<file path="config.mk">
export PLATFORM = sky130hd
export DESIGN_NAME = err_channel_burst
export DESIGN_NICKNAME = d
export VERILOG_FILES = /design/src/rtl/err_channel_burst.sv
export SDC_FILE = /design/constraint.sdc
export NUM_CORES = 1
export LEC_CHECK = 0
export BUFFER_PORTS_ARGS = -buffer_cell sky130_fd_sc_hd__buf_4
export CORE_MARGIN = 2
export CORE_UTILIZATION = 53
export DETAILED_ROUTE_END_ITERATION = 10
export GPL_TIMING_DRIVEN = 1
export MAX_ROUTING_LAYER = met4
export PLACE_DENSITY_LB_ADDON = 0.08
export SLEW_MARGIN = 20
export SYNTH_ARGS = -nofsm -noshare
export SYNTH_HDL_FRONTEND = slang
export SYNTH_SLANG_ARGS = --single-unit
</file>
<file path="constraint.sdc">
create_clock -name clk -period 2 [get_ports clk]
set_input_delay 0.3 -clock clk [delete_from_list [all_inputs] [get_ports clk]]
set_output_delay 0.3 -clock clk [all_outputs]
set_load 0.02 [all_outputs]
</file>
<file path="src/rtl/err_channel_burst.sv">
// err_channel_burst
//   Channel model placed between a convolutional encoder and a Viterbi
//   decoder. Each accepted W-bit symbol is XORed with an error mask that is
//   zero (CLEAN), a pseudo-random isolated hit (RANDOM), a variable-length
//   burst of random masks (BURST) or a caller-supplied mask (FORCED).
//   The output is registered with a fixed latency of one cycle.
//
// Ports
//   clk           clock
//   rst           asynchronous active-low reset
//   valid_i       input symbol strobe
//   data_i        encoder symbol (W bits)
//   mode_i        0 CLEAN, 1 RANDOM, 2 BURST, 3 FORCED
//   force_mask_i  XOR mask used in FORCED mode
//   clear_i       synchronous statistics clear
//   valid_o       registered valid_i
//   data_o        data_i ^ applied mask, registered (holds when idle)
//   err_mask_o    mask applied to the symbol on data_o
//   burst_o       high while the burst FSM is in BURST
//   bit_err_ct_o  saturating count of flipped bits
//   sym_ct_o      saturating count of accepted symbols
//
// Build option
//   ERRCH_STATS_EN  defined: statistics counters present.
//                   undefined: counters tied to 0, clear_i ignored.

module err_channel_burst #(
  parameter int          W     = 2,
  parameter int          N     = 6,
  parameter int          BL_W  = 3,
  parameter logic [31:0] SEED  = 32'hACE1_2024,
  parameter int          CNT_W = 16
) (
  input  logic             clk,
  input  logic             rst,
  input  logic             valid_i,
  input  logic [W-1:0]     data_i,
  input  logic [1:0]       mode_i,
  input  logic [W-1:0]     force_mask_i,
  input  logic             clear_i,
  output logic             valid_o,
  output logic [W-1:0]     data_o,
  output logic [W-1:0]     err_mask_o,
  output logic             burst_o,
  output logic [CNT_W-1:0] bit_err_ct_o,
  output logic [CNT_W-1:0] sym_ct_o
);

  localparam logic [31:0] TAPS    = 32'h8020_0003;
  // An all-zero seed would lock the LFSR up, so it is promoted to 1.
  localparam logic [31:0] SEED_NZ = (SEED == 32'd0) ? 32'd1 : SEED;

  typedef enum logic {
    S_IDLE  = 1'b0,
    S_BURST = 1'b1
  } state_e;

  state_e          state_q, state_d;
  logic [BL_W-1:0] rem_q, rem_d;
  logic [31:0]     lfsr_q, lfsr_d;
  logic [W-1:0]    mask_d;
  logic [W-1:0]    data_q, mask_q;
  logic            valid_q;

  logic            hit;
  logic [W-1:0]    rnd;
  logic [BL_W-1:0] fld;

  // All decisions use the LFSR value before this symbol's advance.
  assign hit = &lfsr_q[N-1:0];
  assign rnd = lfsr_q[31 -: W];
  assign fld = lfsr_q[8 +: BL_W];

  always_comb begin
    state_d = state_q;
    rem_d   = rem_q;
    lfsr_d  = lfsr_q;
    mask_d  = '0;
    if (valid_i) begin
      lfsr_d  = {1'b0, lfsr_q[31:1]} ^ (lfsr_q[0] ? TAPS : 32'd0);
      // Any non-BURST mode drops an ongoing burst on this very symbol.
      state_d = S_IDLE;
      rem_d   = '0;
      case (mode_i)
        2'd1: begin
          if (hit) mask_d = rnd;
        end
        2'd2: begin
          if (state_q == S_BURST) begin
            // Burst continues regardless of hit; rem_q is always >= 1 here.
            mask_d  = rnd;
            rem_d   = rem_q - BL_W'(1);
            state_d = (rem_q == BL_W'(1)) ? S_IDLE : S_BURST;
          end else if (hit) begin
            // The hitting symbol is the first of 1 + fld corrupted symbols.
            mask_d  = rnd;
            rem_d   = fld;
            state_d = (fld != '0) ? S_BURST : S_IDLE;
          end
        end
        2'd3: begin
          mask_d = force_mask_i;
        end
        default: begin
          mask_d = '0;
        end
      endcase
    end
  end

  // ---- stage boundary: symbol accepted -> registered output ----
  always_ff @(posedge clk or negedge rst) begin
    if (!rst) begin
      lfsr_q  <= SEED_NZ;
      state_q <= S_IDLE;
      rem_q   <= '0;
      valid_q <= 1'b0;
      data_q  <= '0;
      mask_q  <= '0;
    end else begin
      lfsr_q  <= lfsr_d;
      state_q <= state_d;
      rem_q   <= rem_d;
      valid_q <= valid_i;
      if (valid_i) begin
        data_q <= data_i ^ mask_d;
        mask_q <= mask_d;
      end
    end
  end

  assign valid_o    = valid_q;
  assign data_o     = data_q;
  assign err_mask_o = mask_q;
  assign burst_o    = (state_q == S_BURST);

`ifdef ERRCH_STATS_EN
  logic [CNT_W-1:0] bit_ct_q, bit_ct_d;
  logic [CNT_W-1:0] sym_ct_q, sym_ct_d;

  function automatic logic [4:0] popcnt(input logic [W-1:0] m);
    logic [4:0] c;
    c = '0;
    for (int i = 0; i < W; i++) c = c + 5'(m[i]);
    return c;
  endfunction

  function automatic logic [CNT_W-1:0] sat_add(input logic [CNT_W-1:0] a,
                                                input logic [4:0]       b);
    logic [CNT_W:0] s;
    s = {1'b0, a} + (CNT_W+1)'(b);
    return s[CNT_W] ? {CNT_W{1'b1}} : s[CNT_W-1:0];
  endfunction

  always_comb begin
    bit_ct_d = bit_ct_q;
    sym_ct_d = sym_ct_q;
    if (clear_i) begin
      bit_ct_d = '0;
      sym_ct_d = '0;
    end else if (valid_i) begin
      bit_ct_d = sat_add(bit_ct_q, popcnt(mask_d));
      sym_ct_d = sat_add(sym_ct_q, 5'd1);
    end
  end

  always_ff @(posedge clk or negedge rst) begin
    if (!rst) begin
      bit_ct_q <= '0;
      sym_ct_q <= '0;
    end else begin
      bit_ct_q <= bit_ct_d;
      sym_ct_q <= sym_ct_d;
    end
  end

  assign bit_err_ct_o = bit_ct_q;
  assign sym_ct_o     = sym_ct_q;
`else
  logic unused_clear;
  assign unused_clear = clear_i;
  assign bit_err_ct_o = '0;
  assign sym_ct_o     = '0;
`endif

endmodule

</file>
Word-level counts from Yosys, hierarchy flattened
Index checks and enable logic that the tools add are counted.
- register bits after elaboration: 41
- bits of input ports: 10
- output and inout port bits: 38
- logic and storage cells: 28
- add/sub/neg operators: 1
- equality and inequality tests: 4
- muxes and demuxes: 13
- bitwise gates (word level): 2
- reductions and logical operators: 2
- operator list (operator ; number):
    2-to-1 mux 32 bit ; 1
    XOR 31 x 32 -> 32 bit ; 1
    2-to-1 mux 3 bit ; 3
    2-to-1 mux 2 bit ; 3
    one-hot mux 2 bit (3 select lines) ; 1
    AND reduction 6 bit ; 1
    2-to-1 mux 1 bit ; 5
    equality test 2 bit, second input constant ; 2
    equality test 3 x 1 -> 1 bit, second input constant ; 1
    nonzero test 3 bit ; 1
    subtractor 3 x 1 -> 3 bit, second input constant ; 1
    equality test 2 x 1 -> 1 bit, second input constant ; 1
    XOR 2 bit ; 1

Depth between registers and ports, before layout
Gate-level depths: netlist of run 1.
- depth in word-level cells: 6
- mapped depth: 6
- gate-level depth less buffers: 6

Worst setup path after synthesis of run 1
No wires, ideal clock.
- path kind: register to register
- start point: register lfsr_q[0]
- end point: register data_q[0] (netlist: data_o[0])
- setup time: 0.104 ns
- arrival: 1.451 ns
- path slack: 0.445 ns
- cell stages (with the launch flop): 7
- buffers on the path: 1
- cell sequence: dfrtp_1 -> ha_1 -> and3_1 -> buf_2 -> a31o_2 -> a32o_1 -> o311ai_1
- cells in the longest elaborated chain, start to end: 6
- ends and longest elaborated chain (element ; line ; source):
    start: declaration ; 60 ; logic [31:0] lfsr_q, lfsr_d;
    start signal: assignment ; 121 ; lfsr_q <= lfsr_d;
    AND reduction 6 bit * ; 70 ; assign hit = &lfsr_q[N-1:0];
    2-to-1 mux 2 bit * ; 86, 94 ;
    2-to-1 mux 2 bit ; 89 ; if (state_q == S_BURST) begin
    one-hot mux 2 bit (3 select lines) * ; 84 ; case (mode_i)
    2-to-1 mux 2 bit * ; 79 ; if (valid_i) begin
    XOR 2 bit * ; 126 ; data_q <= data_i ^ mask_d;
    end signal: assignment ; 126 ;
    end: declaration ; 62 ; logic [W-1:0] data_q, mask_q;
Mark *: on every way between the ends. The rest lies on a longest branch, timed or not.
A chain may end at the register's enable or synchronous reset.

Worst setup path in the final report of run 1
- start point: register lfsr_q[0]
- end point: register mask_q[1] (netlist: err_mask_o[1])
- cells in the longest elaborated chain, start to end: 5
- ends and longest elaborated chain (element ; line ; source):
    AND reduction 6 bit * ; 70 ;
    2-to-1 mux 2 bit * ; 86, 94 ;
    2-to-1 mux 2 bit ; 89 ;
    one-hot mux 2 bit (3 select lines) * ; 84 ;
    2-to-1 mux 2 bit * ; 79 ;
    end signal: assignment ; 127 ; mask_q <= mask_d;
    end: declaration ; 62 ;
Marks and branches as above.

==> out/results.txt, run 1 <==
Status: finished, final reports clean
Fin crit period: 1.622 ns
Final core occ: 58.75%
Max incr delay on CP: 0.44 ns
Critical Path AT: 1.78 ns
Worst Skew: 0.008393 ns
Mean Syn Cell Area: 12.11 sq um
CTS Buf Count: 5
CP max-delay cell: dfrtp_1
Rows: 22
DRT iter0 DRCs: 73
Post-Route WL: 2.994 mm
Overall Global Routing Usage: 15.79%
Ant diodes: 0
Area grow syn2layout: 5.438%
Core area: 3716 sq um
Die area: 4423 sq um
Fin crit share: 81.11%
Largest net degree at the start of global routing: 42
Postcts setup bufs: 0
R2R depth: 5
Flop-to-flop setup slack: 0.38 ns
DRC: 0
Vias: 1197
Storage cell area: 1040 sq um
Reg clk slew, reported paths: 0.08 ns
Global route overflow: 0
Drt pass-1 iters: 4
Crit path max fanout: 7
Unrepaired setup endpoints after global routing: no
Final #Nets: 199
Clock Latency Late Sink: 0.28 ns
Initial core utilization: 55.72%
Seq/Total Area, Yosys: 50.21%
Max Cap Viol: 0
First-pass GRT wire length: 5.216 mm
Die width: 66.51 um
Port buffer count: 14
Post-Syn Area: 2071 sq um
CP bufs+invs: 0
I/O pin count: 48
Hold Vio Cnt, Final: 0
Final Max Tran Viols: 0
Share of layout cells above drive strength 1: 35.83%
Number of synthesized register bits: 41
Unique cell type count in the Yosys netlist: 33
DP Wirelength: 2.170 mm
Critical path type: register to register
Type of the most critical hold path: input port to register
Fillers: 303
Worst IR Drop VDD: 0.0007557 V
Worst flop-to-flop path startpoint: lfsr_q[0]
Worst Setup End Kind: register
Max Root-Sink Buffers: 2
Syn Inst Count: 171
Clock tree sinks: 41
Wirelength per Cell: 12.74 um
H-tree depth: 2
Required @ worst endpoint: 2.16 ns
Critical path launch point type: register
Vias per cell: 5.094
Area of the multi-input gates: 855.8 sq um
Initial antenna violation count: 0
Stages on worst setup path: 5
Delay-heaviest family, CP: compound AO/OA/AOI/OAI gates
Final setup vio count: 0
Final TNS setup: 0 ns
Vias in the first global route: 1157
Max Clk Rate: 616.4 MHz
RR Endpoint: err_mask_o[1]
Pwr/cell area: 1216 nW/um^2
Critical path startpoint: lfsr_q[0]
Leak: 0.9510 nW
Routability congestion estimate: 0.7990
CTS tree: yes
Yosys warnings: 0
Detail Route Antenna Nets: 0
Die height: 66.51 um
Crit path cell chain: ha_1, and3_1, a31o_2, a32oi_1, a21oi_1
Clock root buffer master: clkbuf_8
Critical Path End: err_mask_o[1]
[worst min-delay path by stage]
stage	startpoint	endpoint	slack [ns]	cells past startpoint
after CTS	data_i[1]	data_o[1]	0.24	2
after global routing	data_i[0]	data_o[0]	0.26	2
after global placement	rst	data_o[0]	0.30	1
after floorplan	rst	burst_o	0.004	0
final	data_i[0]	data_o[0]	0.25	2
after detailed placement	rst	valid_o	0.31	1
[cell type report]
class | count | share of cell area, %
Timing Repair Buffer | 16 | 5.616
Tap cell | 48 | 2.751
Inverter | 4 | 0.6877
Multi-Input combinational cell | 118 | 39.20
Clock buffer | 8 | 4.126
Sequential cell | 41 | 47.62
[cell usage after synthesis (all sizes together)]
library cell | number | area [sq um]
inv | 4 | 15.01
ha | 3 | 37.54
nand3b | 2 | 15.01
nand2 | 5 | 21.27
a22o | 2 | 20.02
dfrtp | 30 | 750.7
a31oi | 2 | 12.51
buf | 39 | 276.5
a21oi | 4 | 20.02
nand3 | 2 | 10.01
a41oi | 2 | 17.52
o2bb2ai | 1 | 8.760
and3 | 2 | 12.51
a221o | 2 | 20.02
or3 | 1 | 6.260
a32o | 2 | 20.02
nor2b | 1 | 8.760
nor2 | 8 | 30.03
o21ai | 2 | 10.00
a22oi | 3 | 22.52
a31o | 1 | 8.760
mux2 | 30 | 337.8
dfstp | 11 | 289.0
conb | 1 | 3.750
o22ai | 1 | 6.260
xnor2 | 3 | 26.28
and4b | 2 | 20.02
a32oi | 2 | 17.52
o311ai | 3 | 26.28
[state kept, by name (all words and copies together), names as in the netlist]
register	flops
lfsr_q	32
rem_q	3
data_o	2
err_mask_o	2
burst_o	1
valid_o	1
[power breakdown]
group	total (mW)	switching (mW)	leakage (nW)	internal, mW
logic	0.620	0.262	0.433	0.358
clock network	0.539	0.257	0.0455	0.281
registers	1.50	0.242	0.472	1.25
[metal layers]
layer  routed length [um]  share of wire (%)  global-route usage, %  vias to the layer above
met4                   38                1.3                  5.357                        0
met1                 1318                 44                  19.96                      579
met5                    0                  0                      -                        -
met3                  147                4.9                  3.378                        4
li1                     -                  -                      -                      580
met2                 1488                 50                  25.37                       34
[cell usage in the layout (no fill, tap or decap), types with 2 or more instances in the layout]
cell	n
and3_1	2
a32o_1	2
o311ai_1	3
a31oi_1	2
nand3_1	2
nor2_1	8
buf_4	15
and4b_1	2
dfstp_2	11
nand3b_1	2
xnor2_1	3
mux2_2	30
clkbuf_8	6
a22oi_1	3
ha_1	3
a41oi_1	2
conb_1	32
a221o_1	2
clkbuf_1	2
a22o_2	2
a21oi_1	4
nand2_1	4
inv_1	4
a32oi_1	2
dfrtp_1	30
[per-stage QoR]
stage | hold WS, ns | setup slack, ns | instance area, sq um | power (mW) | std cells
2_1_floorplan | 0.004409 | 0.4453 | 2187 | 2.007 | 202
3_3_place_gp | 0.2990 | 0.4073 | 2083 | 2.102 | 226
3_5_place_dp | 0.3067 | 0.3791 | 2083 | 2.151 | 226
4_1_cts | 0.2421 | 0.3756 | 2183 | 2.702 | 235
5_1_grt | 0.2636 | 0.2580 | 2183 | 2.845 | 235
6_report | 0.2516 | 0.3777 | 2183 | 2.654 | 235
[what timing repair did]
item / CTS / global route
resized for setup: 0 / 0
hold buffers: 1 / 0
hold endpoints to repair: 17 / 0
[kinds of logic after synthesis]
| family | share of synthesized area (%) |
|---|---|
| AND/OR/NAND/NOR | 5.982 |
| other | 0.1811 |
| multiplexers | 16.31 |
| adder cells (fa/ha/maj) | 1.813 |
| buffers and inverters | 14.08 |
| AO/OA/AOI/OAI | 10.15 |
| flip-flops | 50.21 |
| XOR/XNOR | 1.269 |
Power figures use the tool's default switching activity.
==> run 2: changes to the inputs <==
--- a/config.mk
+++ b/config.mk
@@ -7,7 +7,7 @@
 export LEC_CHECK = 0
 export BUFFER_PORTS_ARGS = -buffer_cell sky130_fd_sc_hd__buf_4
 export CORE_MARGIN = 2
-export CORE_UTILIZATION = 53
+export CORE_UTILIZATION = 48
 export DETAILED_ROUTE_END_ITERATION = 10
 export GPL_TIMING_DRIVEN = 1
 export MAX_ROUTING_LAYER = met4
==> constraint.sdc (replaced) <==
create_clock -name clk -period 1.3 [get_ports clk]
set_input_delay 0.195 -clock clk [delete_from_list [all_inputs] [get_ports clk]]
set_output_delay 0.195 -clock clk [all_outputs]
set_load 0.02 [all_outputs]
==> run 2 against run 1 <==
Effect of this change:
- the run now ends with negative setup slack left
- power up 70%
- sequential share of layout area down 3.1 points
- final area up 6.9%
- clock skew down 0.0040 ns
- flip-flop and latch count unchanged
- combinational power up 97%
- critical path depth unchanged
- via count up 5.2%
- register-to-register slack worse by 0.49 ns
- fmax up 15%
- global-route usage down 0.97 points
- largest power group unchanged
==> out/results.txt, run 2 (synthesis results as in run 1) <==
Clock root buffer master: clkbuf_8
Postcts setup bufs: 0
Initial antenna violation count: 0
First-pass GRT wire length: 5.485 mm
Ant diodes: 0
Largest regs: lfsr_q: 32 flops, rem_q: 3 flops
Clock tree sinks: 41
Vias in the first global route: 1192
H-tree depth: 2
Final TNS setup: -0.4745 ns
Worst Setup End Kind: register
Reg clk slew, reported paths: 0.08 ns
Core area: 4086 sq um
Wirelength per Cell: 13.56 um
Final #Nets: 207
Max Clk Rate: 707.8 MHz
Crit path cell chain: ha_2, and3_4, a31o_4, a32o_2, o311ai_2
Max Root-Sink Buffers: 2
Global route overflow: 0
Max Cap Viol: 0
Failing checks: negative setup slack
CP max-delay cell: dfrtp_1
Rows: 23
Min Hold Slack: 0.1340 ns
Pwr/cell area: 1932 nW/um^2
Die area: 4855 sq um
Worst Skew: 0.004344 ns
Share of layout cells above drive strength 1: 44.10%
DRT iter0 DRCs: 34
Post-route worst setup slack: -0.1128 ns
Leak: 1.012 nW
Area grow syn2layout: 12.75%
Final Max Tran Viols: 0
Finished Layout Cells: 245
Pre-CTS WS: -0.1071 ns
Overall Global Routing Usage: 14.82%
Largest reg by FF count: lfsr_q
DRC: 0
Vias per cell: 5.139
Die height: 69.68 um
Critical path launch point type: register
Required @ worst endpoint: 1.50 ns
I/O pin count: 48
Hold Vio Cnt, Final: 0
Delay-heaviest family, CP: compound AO/OA/AOI/OAI gates
DP Wirelength: 2.344 mm
Max FFs per register: 32
Worst IR Drop VDD: 0.001107 V
Status: finished with violations
Initial core utilization: 50.67%
Clock Latency Late Sink: 0.29 ns
Vias: 1259
Type of the most critical hold path: input port to register
Routability congestion estimate: 0.7125
Most frequent cells in the layout: conb_1 (32), mux2_2 (30), dfrtp_1 (30)
Fin crit period: 1.413 ns
DP Area: 2170 sq um
Detail Route Antenna Nets: 0
CTS Buf Count: 5
Drt pass-1 iters: 3
Max incr delay on CP: 0.38 ns
Fin crit share: 108.7%
Critical path type: register to register
Crit path max fanout: 7
CTS tree: yes
Final setup vio count: 6
Post-route cell area: 2335 sq um
Port buffer count: 14
Largest net degree at the start of global routing: 42
Die width: 69.68 um
Post-Route WL: 3.322 mm
Unrepaired setup endpoints after global routing: yes
Critical Path AT: 1.61 ns
CP bufs+invs: 0
Commonest non-fill, non-tap cell in the layout: conb_1
Placed cell count: 236
[run 2: cell types whose count changed in the layout (fill, tap and decap cells not counted), moves of 2 or more]
cell,change
buf_4,+8
and3_4,+2
and3_1,-2
a32oi_1,-2
a32oi_2,+2
[run 2: worst paths after layout]
| path | depth (start not counted) | endpoint | startpoint | slack, ns |
|---|---|---|---|---|
| worst min register to register | 2 | lfsr_q[21] | lfsr_q[21] | 0.49 |
| max in group asynchronous | 2 | lfsr_q[5] | rst | 0.52 |
| worst max-delay path | 5 | data_o[0] | lfsr_q[1] | -0.11 |
| worst max register to register | 5 | data_o[0] | lfsr_q[1] | -0.11 |
| worst min-delay path | 2 | data_o[1] | data_i[1] | 0.13 |
| min in group asynchronous | 2 | err_mask_o[1] | rst | 0.41 |
[run 2: per-stage QoR]
stage | power, mW | utilization [%]
2_1_floorplan | 3.135 | -
3_3_place_gp | 3.398 | 53.09
3_5_place_dp | 3.465 | 53.09
4_1_cts | 4.541 | 56.31
5_1_grt | 4.789 | 57.13
6_report | 4.510 | 57.13
[run 2: repair_timing]
action                                  CTS  global route
endpoints found under the hold margin    30             0
resized for setup                         1             6
hold buffers                              1             0
pin swaps                                 7             1
endpoints found under the setup margin    8             8
[run 2: report_power, final]
| group | switching [mW] | leakage [nW] | total (mW) | internal, mW |
|---|---|---|---|---|
| Clock | 0.428 | 0.0585 | 1.05 | 0.626 |
| Sequential | 0.309 | 0.472 | 2.24 | 1.93 |
| Combinational | 0.540 | 0.481 | 1.22 | 0.680 |
[run 2: cell type report]
type                       count  area (sq um)
inverter                       4         15.01
clock buffer                   7         86.33
multi-input combinational    118         918.4
fill                         348          1752
tap                           50         62.56
sequential                    41          1040
clock inverter                 1         30.03
timing repair buffer          24         182.7
[run 2: metal layers]
metal / part of all wire (%) / track usage (%)
met1: 44 / 16.87
met2: 49 / 23.93
met3: 4.8 / 3.779
met4: 2.5 / 8.120
met5: 0 / -
==> run 3: changes to the inputs <==
--- a/config.mk
+++ b/config.mk
@@ -6,8 +6,9 @@
 export NUM_CORES = 1
 export LEC_CHECK = 0
 export BUFFER_PORTS_ARGS = -buffer_cell sky130_fd_sc_hd__buf_4
-export CORE_MARGIN = 2
-export CORE_UTILIZATION = 48
+export CAP_MARGIN = 15
+export CORE_MARGIN = 1
+export CORE_UTILIZATION = 53
 export DETAILED_ROUTE_END_ITERATION = 10
 export GPL_TIMING_DRIVEN = 1
 export MAX_ROUTING_LAYER = met4
==> constraint.sdc (replaced) <==
create_clock -name clk -period 1.55 [get_ports clk]
set_input_delay 0.2325 -clock clk [delete_from_list [all_inputs] [get_ports clk]]
set_output_delay 0.2325 -clock clk [all_outputs]
set_load 0.02 [all_outputs]
==> run 3 against run 2 <==
Effect of this change:
- via count down 4.1%
- wire length decreased by 9.8%
- critical endpoint unchanged
- the run now ends clean
- first-iteration DRC count up 62%
- fmax shrank 2.9%
- die area is 14% lower
==> out/results.txt, run 3 (synthesis results as in run 1) <==
Relative slew margins: 66.66%
Worst Setup End Kind: register
Share of layout cells above drive strength 1: 38.10%
CTS tree: yes
Power, Total: 3.652 mW
Core area: 3716 sq um
Max Cap Viol: 0
Vias per cell: 5.097
Hold path startpoint: data_i[1]
Clock root buffer master: clkbuf_8
Reg clk slew, reported paths: 0.08 ns
CTS Buf Count: 5
Max FFs per register: 32
Vias: 1208
Clock Latency Late Sink: 0.29 ns
Detail Route Antenna Nets: 0
Final Max Tran Viols: 0
Leak: 0.9840 nW
Post-route worst setup slack: 0.09438 ns
Post-Route WL: 2.997 mm
Postcts setup bufs: 0
Fin crit share: 93.91%
Routability congestion estimate: 0.8354
Type of the most critical hold path: input port to register
Max Clk Rate: 687.0 MHz
DRC: 0
Area grow syn2layout: 9.064%
Worst flop-to-flop path startpoint: lfsr_q[0]
DRT iter0 DRCs: 55
Final TNS setup: 0 ns
Hold Vio Cnt, Final: 0
Crit path max fanout: 7
Rows: 22
Global route overflow: 0
Die height: 64.51 um
Die width: 64.51 um
Drt pass-1 iters: 4
Pwr/cell area: 1617 nW/um^2
Placed cell count: 228
Overall Global Routing Usage: 16.86%
Initial antenna violation count: 0
Worst Skew: 0.01221 ns
Most frequent cells in the layout: conb_1 (32), mux2_2 (30), dfrtp_1 (30)
Final setup vio count: 0
Pre-CTS WS: 0.01594 ns
Max Root-Sink Buffers: 2
Ant diodes: 0
Finished Layout Cells: 237
Critical Path AT: 1.64 ns
I/O pin count: 48
H-tree depth: 2
RR Endpoint: data_o[0]
Flop-to-flop setup slack: 0.09 ns
Critical path type: register to register
Port buffer count: 14
Status: finished, final reports clean
R2R depth: 5
Largest reg by FF count: lfsr_q
Largest regs: lfsr_q: 32 flops, rem_q: 3 flops
Unrepaired setup endpoints after global routing: no
Worst hold stages: 2
Initial core utilization: 55.72%
Fin crit period: 1.456 ns
Largest net degree at the start of global routing: 42
Vias in the first global route: 1159
Fillers: 302
Wirelength per Cell: 12.65 um
Clock tree sinks: 41
First-pass GRT wire length: 5.175 mm
Tightest Pin Transition: 0.5000 ns
Final #Nets: 201
Die area: 4161 sq um
Critical path launch point type: register
DP Wirelength: 2.023 mm
Final core occ: 60.77%
Commonest non-fill, non-tap cell in the layout: conb_1
Required @ worst endpoint: 1.74 ns
Worst hold endpoint: data_o[1]
Worst IR Drop VDD: 0.001053 V
-- run 3: changes by cell type in the layout (fill, tap and decap cells not counted), sizes merged --
| cell | before | now |
|---|---|---|
| buf | 23 | 17 |
-- run 3: how the worst max path moves through the flow --
stage	startpoint	endpoint	slack, ns	depth (start not counted)
6_report	lfsr_q[0]	data_o[0]	0.09	5
3_5_place_dp	lfsr_q[0]	err_mask_o[0]	0.02	5
2_1_floorplan	lfsr_q[0]	data_o[0]	0.02	6
3_3_place_gp	lfsr_q[0]	err_mask_o[1]	0.06	5
5_1_grt	lfsr_q[0]	data_o[0]	0.04	5
4_1_cts	lfsr_q[0]	err_mask_o[0]	0.02	5
-- run 3: area by class of cell --
class                      count  area, sq um  area share (%)
clock buffer                   7        86.33           3.823
timing repair buffer          18        150.1           6.648
sequential                    41         1040           46.04
clock inverter                 1        30.03           1.330
inverter                       4        15.01          0.6648
tap                           48        60.06           2.659
multi-input combinational    118        877.1           38.84
-- run 3: through the flow --
step           hold WS (ns)  area [sq um]
2_1_floorplan      -0.06309          2196
3_3_place_gp         0.2309          2120
3_5_place_dp         0.2377          2120
4_1_cts              0.1686          2246
5_1_grt              0.1686          2258
6_report             0.1757          2258
-- run 3: power breakdown --
group          internal (mW)  switching [mW]
sequential              1.62           0.306
combinational          0.498           0.365
clock                  0.525           0.341
-- run 3: timing repair --
action	CTS	global route
endpoints found under the hold margin	30	0
hold buffers	1	0
gates resized for setup	0	3
setup endpoints to repair	0	7
-- run 3: routing by layer --
metal,up-vias,global-route usage [%],share of wire (%)
li1,584,-,-
met1,583,19.34,45
met2,37,27.37,49
met3,4,4.930,4.7
met4,0,7.500,0.90
met5,-,-,0
-- run 3: worst max-delay path, stage by stage, from the launching register on --
cell,delay (ns)
dfrtp_1,0.38
ha_1,0.20
and3_4,0.18
a31o_4,0.27
a32o_1,0.25
o311ai_1,0.09
